===== src/rtl/riscv_pkg.sv =====
// Shared types and constants for the fetch/data memory bus arbiter.
package riscv_pkg;

  typedef enum logic [1:0] {
    IDLE    = 2'd0,
    BUSY_IF = 2'd1,
    BUSY_D  = 2'd2
  } arb_state_t;

  localparam int ARB_MAX_D_BURST = 4;

  // Fetches are always full-word loads.
  localparam logic [2:0] FETCH_FUNCT3 = 3'b010;

endpackage


===== src/rtl/mem_bus_arbiter_if.sv =====
// Bundle of the fetch port, data port and backend command/response signals.
interface mem_bus_arbiter_if #(
  parameter int ADDR_W = 32,
  parameter int DATA_W = 32
);
  logic              if_req;
  logic [ADDR_W-1:0] if_addr;
  logic              if_abort;
  logic              if_done;
  logic [DATA_W-1:0] if_rdata;

  logic              d_req;
  logic              d_we;
  logic [ADDR_W-1:0] d_addr;
  logic [DATA_W-1:0] d_wdata;
  logic [2:0]        d_funct3;
  logic              d_done;
  logic [DATA_W-1:0] d_rdata;

  logic              mem_req;
  logic              mem_we;
  logic [ADDR_W-1:0] mem_addr;
  logic [DATA_W-1:0] mem_wdata;
  logic [2:0]        mem_funct3;
  logic              mem_ack;
  logic [DATA_W-1:0] mem_rdata;

  // Arbiter side.
  modport slave (
    input  if_req, if_addr, if_abort, d_req, d_we, d_addr, d_wdata, d_funct3,
           mem_ack, mem_rdata,
    output if_done, if_rdata, d_done, d_rdata,
           mem_req, mem_we, mem_addr, mem_wdata, mem_funct3
  );

  // Requester and backend side.
  modport master (
    output if_req, if_addr, if_abort, d_req, d_we, d_addr, d_wdata, d_funct3,
           mem_ack, mem_rdata,
    input  if_done, if_rdata, d_done, d_rdata,
           mem_req, mem_we, mem_addr, mem_wdata, mem_funct3
  );
endinterface


===== src/rtl/mem_bus_arbiter.sv =====
// Shares one memory backend between instruction fetch and data access; data
// wins by default, but a pending fetch wins after MAX_D_BURST data grants.
module mem_bus_arbiter
  import riscv_pkg::*;
#(
  parameter int ADDR_W      = 32,
  parameter int DATA_W      = 32,
  parameter int MAX_D_BURST = ARB_MAX_D_BURST
) (
  input logic              clk,
  input logic              rst,
  mem_bus_arbiter_if.slave bus
);

  localparam int             CNT_W     = $clog2(MAX_D_BURST + 1);
  localparam logic [CNT_W-1:0] BURST_MAX = CNT_W'(MAX_D_BURST);

  arb_state_t        state_q, state_d;
  logic [CNT_W-1:0]  burst_cnt_q, burst_cnt_d;
  logic              drop_q, drop_d;
  logic              mem_req_q, mem_req_d;
  logic              mem_we_q, mem_we_d;
  logic [ADDR_W-1:0] mem_addr_q, mem_addr_d;
  logic [DATA_W-1:0] mem_wdata_q, mem_wdata_d;
  logic [2:0]        mem_funct3_q, mem_funct3_d;
  logic              if_done_q, if_done_d;
  logic              d_done_q, d_done_d;
  logic [DATA_W-1:0] if_rdata_q, if_rdata_d;
  logic [DATA_W-1:0] d_rdata_q, d_rdata_d;

  logic if_elig, fetch_wins, grant_if, grant_d;

  always_comb begin
    if_elig    = bus.if_req && !bus.if_abort;
    fetch_wins = if_elig && (!bus.d_req || burst_cnt_q == BURST_MAX);
    // A requester whose done is pulsing still shows its serviced req; if that
    // stale req would win, nobody is granted this cycle.
    grant_if   = fetch_wins && !if_done_q;
    grant_d    = bus.d_req && !fetch_wins && !d_done_q;
  end

  always_comb begin
    state_d      = state_q;
    burst_cnt_d  = burst_cnt_q;
    drop_d       = drop_q;
    mem_req_d    = mem_req_q;
    mem_we_d     = mem_we_q;
    mem_addr_d   = mem_addr_q;
    mem_wdata_d  = mem_wdata_q;
    mem_funct3_d = mem_funct3_q;
    if_done_d    = 1'b0;
    d_done_d     = 1'b0;
    if_rdata_d   = if_rdata_q;
    d_rdata_d    = d_rdata_q;

    case (state_q)
      IDLE: begin
        if (grant_if) begin
          state_d      = BUSY_IF;
          mem_req_d    = 1'b1;
          mem_we_d     = 1'b0;
          mem_addr_d   = bus.if_addr;
          mem_wdata_d  = '0;
          mem_funct3_d = FETCH_FUNCT3;
          burst_cnt_d  = '0;
          drop_d       = 1'b0;
        end else if (grant_d) begin
          state_d      = BUSY_D;
          mem_req_d    = 1'b1;
          mem_we_d     = bus.d_we;
          mem_addr_d   = bus.d_addr;
          mem_wdata_d  = bus.d_wdata;
          mem_funct3_d = bus.d_funct3;
          burst_cnt_d  = (burst_cnt_q == BURST_MAX) ? burst_cnt_q : burst_cnt_q + 1'b1;
        end
      end
      BUSY_IF: begin
        drop_d = drop_q || bus.if_abort;
        if (bus.mem_ack) begin
          state_d   = IDLE;
          mem_req_d = 1'b0;
          drop_d    = 1'b0;
          // A flushed fetch still finishes on the backend but is never reported.
          if (!drop_q && !bus.if_abort) begin
            if_done_d  = 1'b1;
            if_rdata_d = bus.mem_rdata;
          end
        end
      end
      BUSY_D: begin
        if (bus.mem_ack) begin
          state_d   = IDLE;
          mem_req_d = 1'b0;
          d_done_d  = 1'b1;
          d_rdata_d = bus.mem_rdata;
        end
      end
      default: state_d = IDLE;
    endcase
  end

  always_ff @(posedge clk) begin
    if (rst) begin
      state_q      <= IDLE;
      burst_cnt_q  <= '0;
      drop_q       <= 1'b0;
      mem_req_q    <= 1'b0;
      mem_we_q     <= 1'b0;
      mem_addr_q   <= '0;
      mem_wdata_q  <= '0;
      mem_funct3_q <= '0;
      if_done_q    <= 1'b0;
      d_done_q     <= 1'b0;
      if_rdata_q   <= '0;
      d_rdata_q    <= '0;
    end else begin
      state_q      <= state_d;
      burst_cnt_q  <= burst_cnt_d;
      drop_q       <= drop_d;
      mem_req_q    <= mem_req_d;
      mem_we_q     <= mem_we_d;
      mem_addr_q   <= mem_addr_d;
      mem_wdata_q  <= mem_wdata_d;
      mem_funct3_q <= mem_funct3_d;
      if_done_q    <= if_done_d;
      d_done_q     <= d_done_d;
      if_rdata_q   <= if_rdata_d;
      d_rdata_q    <= d_rdata_d;
    end
  end

  assign bus.mem_req    = mem_req_q;
  assign bus.mem_we     = mem_we_q;
  assign bus.mem_addr   = mem_addr_q;
  assign bus.mem_wdata  = mem_wdata_q;
  assign bus.mem_funct3 = mem_funct3_q;
  assign bus.if_done    = if_done_q;
  assign bus.if_rdata   = if_rdata_q;
  assign bus.d_done     = d_done_q;
  assign bus.d_rdata    = d_rdata_q;

endmodule


===== src/flat_wrapper.sv =====
// flat-port wrapper written by rule: the top's interface ports become plain ports
module mem_bus_arbiter_flat import riscv_pkg::*;
#(
  parameter int ADDR_W      = 32,
  parameter int DATA_W      = 32,
  parameter int MAX_D_BURST = ARB_MAX_D_BURST
)
  (clk, rst, bus_if_req, bus_if_addr, bus_if_abort, bus_d_req, bus_d_we, bus_d_addr, bus_d_wdata, bus_d_funct3, bus_mem_ack, bus_mem_rdata, bus_if_done, bus_if_rdata, bus_d_done, bus_d_rdata, bus_mem_req, bus_mem_we, bus_mem_addr, bus_mem_wdata, bus_mem_funct3);
  mem_bus_arbiter_if #(.ADDR_W(ADDR_W), .DATA_W(DATA_W)) bus_i ();
  input logic clk;
  input logic rst;
  input wire logic [$bits(bus_i.if_req)-1:0] bus_if_req;
  input wire logic [$bits(bus_i.if_addr)-1:0] bus_if_addr;
  input wire logic [$bits(bus_i.if_abort)-1:0] bus_if_abort;
  input wire logic [$bits(bus_i.d_req)-1:0] bus_d_req;
  input wire logic [$bits(bus_i.d_we)-1:0] bus_d_we;
  input wire logic [$bits(bus_i.d_addr)-1:0] bus_d_addr;
  input wire logic [$bits(bus_i.d_wdata)-1:0] bus_d_wdata;
  input wire logic [$bits(bus_i.d_funct3)-1:0] bus_d_funct3;
  input wire logic [$bits(bus_i.mem_ack)-1:0] bus_mem_ack;
  input wire logic [$bits(bus_i.mem_rdata)-1:0] bus_mem_rdata;
  output wire logic [$bits(bus_i.if_done)-1:0] bus_if_done;
  output wire logic [$bits(bus_i.if_rdata)-1:0] bus_if_rdata;
  output wire logic [$bits(bus_i.d_done)-1:0] bus_d_done;
  output wire logic [$bits(bus_i.d_rdata)-1:0] bus_d_rdata;
  output wire logic [$bits(bus_i.mem_req)-1:0] bus_mem_req;
  output wire logic [$bits(bus_i.mem_we)-1:0] bus_mem_we;
  output wire logic [$bits(bus_i.mem_addr)-1:0] bus_mem_addr;
  output wire logic [$bits(bus_i.mem_wdata)-1:0] bus_mem_wdata;
  output wire logic [$bits(bus_i.mem_funct3)-1:0] bus_mem_funct3;
  assign bus_i.if_req = bus_if_req;
  assign bus_i.if_addr = bus_if_addr;
  assign bus_i.if_abort = bus_if_abort;
  assign bus_i.d_req = bus_d_req;
  assign bus_i.d_we = bus_d_we;
  assign bus_i.d_addr = bus_d_addr;
  assign bus_i.d_wdata = bus_d_wdata;
  assign bus_i.d_funct3 = bus_d_funct3;
  assign bus_i.mem_ack = bus_mem_ack;
  assign bus_i.mem_rdata = bus_mem_rdata;
  assign bus_if_done = bus_i.if_done;
  assign bus_if_rdata = bus_i.if_rdata;
  assign bus_d_done = bus_i.d_done;
  assign bus_d_rdata = bus_i.d_rdata;
  assign bus_mem_req = bus_i.mem_req;
  assign bus_mem_we = bus_i.mem_we;
  assign bus_mem_addr = bus_i.mem_addr;
  assign bus_mem_wdata = bus_i.mem_wdata;
  assign bus_mem_funct3 = bus_i.mem_funct3;
  mem_bus_arbiter #(.ADDR_W(ADDR_W), .DATA_W(DATA_W), .MAX_D_BURST(MAX_D_BURST)) u_core (.clk(clk), .rst(rst), .bus(bus_i));
endmodule

===== config.mk =====
export PLATFORM = sky130hd
export DESIGN_NAME = mem_bus_arbiter_flat
export DESIGN_NICKNAME = d
export VERILOG_FILES = /design/src/rtl/riscv_pkg.sv /design/src/rtl/mem_bus_arbiter_if.sv /design/src/rtl/mem_bus_arbiter.sv /design/src/flat_wrapper.sv
export SDC_FILE = /design/constraint.sdc
export NUM_CORES = 1
export LEC_CHECK = 0
export ABC_AREA = 1
export BUFFER_PORTS_ARGS = -buffer_cell sky130_fd_sc_hd__buf_2
export CELL_PAD_IN_SITES_DETAIL_PLACEMENT = 1
export CELL_PAD_IN_SITES_GLOBAL_PLACEMENT = 2
export CORE_AREA = 2 2 140 176
export DETAILED_ROUTE_END_ITERATION = 6
export DIE_AREA = 0 0 142 178
export PLACE_DENSITY_LB_ADDON = 0.2
export SETUP_SLACK_MARGIN = 0.02
export SKIP_LAST_GASP = 1
export SLEW_MARGIN = 10
export SYNTH_ARGS = -nofsm -noshare
export SYNTH_HDL_FRONTEND = slang
export SYNTH_SLANG_ARGS = --single-unit
export TNS_END_PERCENT = 20

===== constraint.sdc =====
create_clock -name clk -period 2 [get_ports clk]
set_clock_uncertainty 0.15 [all_clocks]
set_input_delay 0.2 -clock clk [delete_from_list [all_inputs] [get_ports clk]]
set_output_delay 0.2 -clock clk [all_outputs]
set_load 0.1 [all_outputs]

==> out/metrics.yaml <==
status: "complete, no violations"
critPathCaptureType: "flop"
path_class: "reg -> reg"
power_leakage_uw: 0.00434
drive_gt1_share_pct: 30.3
gr-total-overflow: 0
insertion_delay_ns: 0.42
layout_setup_ws_ns: 0.165
hold_ws_ns: 0.0308
synth.area.top_cells: "dfxtp_1 51%, nand2_1 16%, nor2_1 9.0%"
seq_area_frac_synth_pct: 50.6
max_freq_mhz: 545
rows: 63
initial_core_util_pct: 23.7
hp-class: "in -> reg"
synth_edf_count: 0
period_minus_slack_ns: 1.84
required_ns: 2.20
boundaryPins: 273
synth_top_area_share_pct: 50.6
wl_um: 21000
die_h_um: 178
yosysWarnings: 0
numPortBuffers: 272
area_growth_pct: 63.5
grt_max_degree: 76
cts_tree: "done"
setup_viol: 0
seqCellArea_sq_mm: 0.00283
viasPerCell: 4.25
dp_hpwl_um: 13900
fin_nets: 1292
report.final.hold_viol_count: 0
fillers: 2912
drtPass1Iterations: 4
syn-cell-area_sq_mm: 0.00558
antenna_found_initial: 0
max_slew_margin_pct: 64.6
root_buffer: "clkbuf_16"
rsz0062_at_grt: "no"
crit_arrival_ns: 2.03
syn_inst: 756
tightest_slew_ns: 0.535
die_area_sq_mm: 0.0253
vias: 6176
gp_congestion: 0.722
synth-seq-cells: 141
cts_max_level: 4
clock_path_buffers: 2
clk_pin_slew_ns: 0.06
grt_usage_pct: 16.4
cts_sinks: 141
slew_viol_final: 0
grt_pass1_vias: 6511
synth_top_cell_by_area: "dfxtp_1"
synthArstFlopShare_pct: 0
grt_pass1_wl_um: 32800
placeableCoreArea_sq_mm: 0.0236
drtAntennaViolNets: 0
start_kind: "flop"
period_share_pct: 91.8
crit_fanout: 37
synth_flop_cell: "dfxtp_1"
syn_avg_cell_area_sq_um: 7.38
vdd_drop_max_mv: 0.543
maxCapViolCount: 0
p_per_area_mw_per_mm2: 939
avgRoutedWirePerCell_um: 14.4
yosysUniqueCellTypes: 23
die_w_um: 142
dp_slack_ns: 0.118
drt-initial-drc-count: 191
syn_nets: 900
final_util_pct: 38.7
numCtsBuffers: 17
power_uw: 8570
multiInputGateArea_sq_mm: 0.00243
drc: 0
setup_tns_ns: 0
num_antenna_cells: 0
[where the power goes]
group | total, uW | switching (uW) | internal (uW)
Sequential | 3070 | 87.5 | 2980
Combinational | 2420 | 1810 | 604
Clock | 3080 | 1350 | 1740
Total | 8570 | 3250 | 5320
[registers in the layout, summed over array words and instances, names as in the netlist, 2 cells and up]
name                   cells
u_core.bus.d_rdata        32
u_core.bus.if_rdata       32
u_core.bus.mem_addr       32
u_core.bus.mem_wdata      32
u_core.burst_cnt_q         3
u_core.bus.mem_funct3      3
u_core.state_q             2
[through the flow]
stage | cells | area (sq um)
after detailed placement | 1290 | 7240
after global routing | 1453 | 9120
final | 1453 | 9120
after floorplan | 756 | 5580
after CTS | 1453 | 9110
after global placement | 1290 | 7240
[cells in the final DEF, fill, tap and decap left out, types with 10 or more instances in the layout]
cell             n
a21oi_1         63
a21oi_2         10
buf_2          272
buf_4           11
clkbuf_16       17
dfxtp_1        139
dlygate4sd3_1  131
inv_1           19
nand2_1        242
nand2_2         12
nor2_1         134
o21ai_0         64
[logic make-up after synthesis]
family	count (synthesis)	synth area share, %
and+or+nand+nor	403	28.9
buffers and inverters	68	6.10
adders and majority gates	6	1.35
AOI/OAI and AO/OA	137	13.0
DFF	141	50.6
xor gates and xnor gates	1	0.157
[critical path: stages (launching register included)]
cell and delay (ns):
dfxtp_1 0.32, inv_1 0.08, ha_1 0.14, nand2_1 0.08, nand2_2 0.10, nand2_2 0.08
nand3_4 0.11, inv_2 0.09, nor2_4 0.15, buf_12 0.23, nand2_1 0.09, a21oi_1 0.12
[final timing paths]
kind	startpoint	end	slack, ns	cells after the start
setup / recovery	u_core.burst_cnt_q[0]	u_core.bus.mem_wdata[10]	0.16	11
hold / removal	bus_d_addr[24]	u_core.bus.mem_addr[24]	0.03	5
setup reg to reg	u_core.burst_cnt_q[0]	u_core.bus.mem_wdata[10]	0.16	11
hold reg to reg	u_core.bus.mem_wdata[17]	u_core.bus.mem_wdata[17]	0.31	2
[cell usage after synthesis, types with 6 or more instances]
master      n
dfxtp_1   141
o21ai_0    64
ha_1        6
nand2_1   242
buf_2       8
buf_6       6
nand3_1     6
clkbuf_1   26
a21oi_2    10
a21oi_1    63
nor2_1    134
nand2_2    12
inv_1      19
[final cells by class]
class,count,area share (%)
Clock buffer,19,4.75
Timing Repair Buffer,420,31.4
Multi-Input combinational cell,547,26.6
Sequential cell,141,31.0
Tap cell,292,4.00
Inverter,21,0.864
Clock inverter,13,1.40
[repair_timing]
| item | in CTS | in global routing |
|---|---|---|
| gates resized for setup | 0 | 2 |
| hold buffers | 131 | 0 |
| hold endpoints to repair | 132 | 0 |
| buffers inserted | 0 | 0 |
| setup endpoints to repair | 0 | 31 |
[layer usage]
metal | wire length (um) | share of wire, % | vias up | global-route usage (%)
met5 | 0 | 0 | - | 0
met4 | 357 | 1.7 | 0 | 4.88
met3 | 1350 | 6.4 | 22 | 5.37
met2 | 10400 | 50 | 177 | 29.9
met1 | 8860 | 42 | 2819 | 17.9
li1 | - | - | 3158 | -
Note: power is estimated with default switching activity, not from simulation.
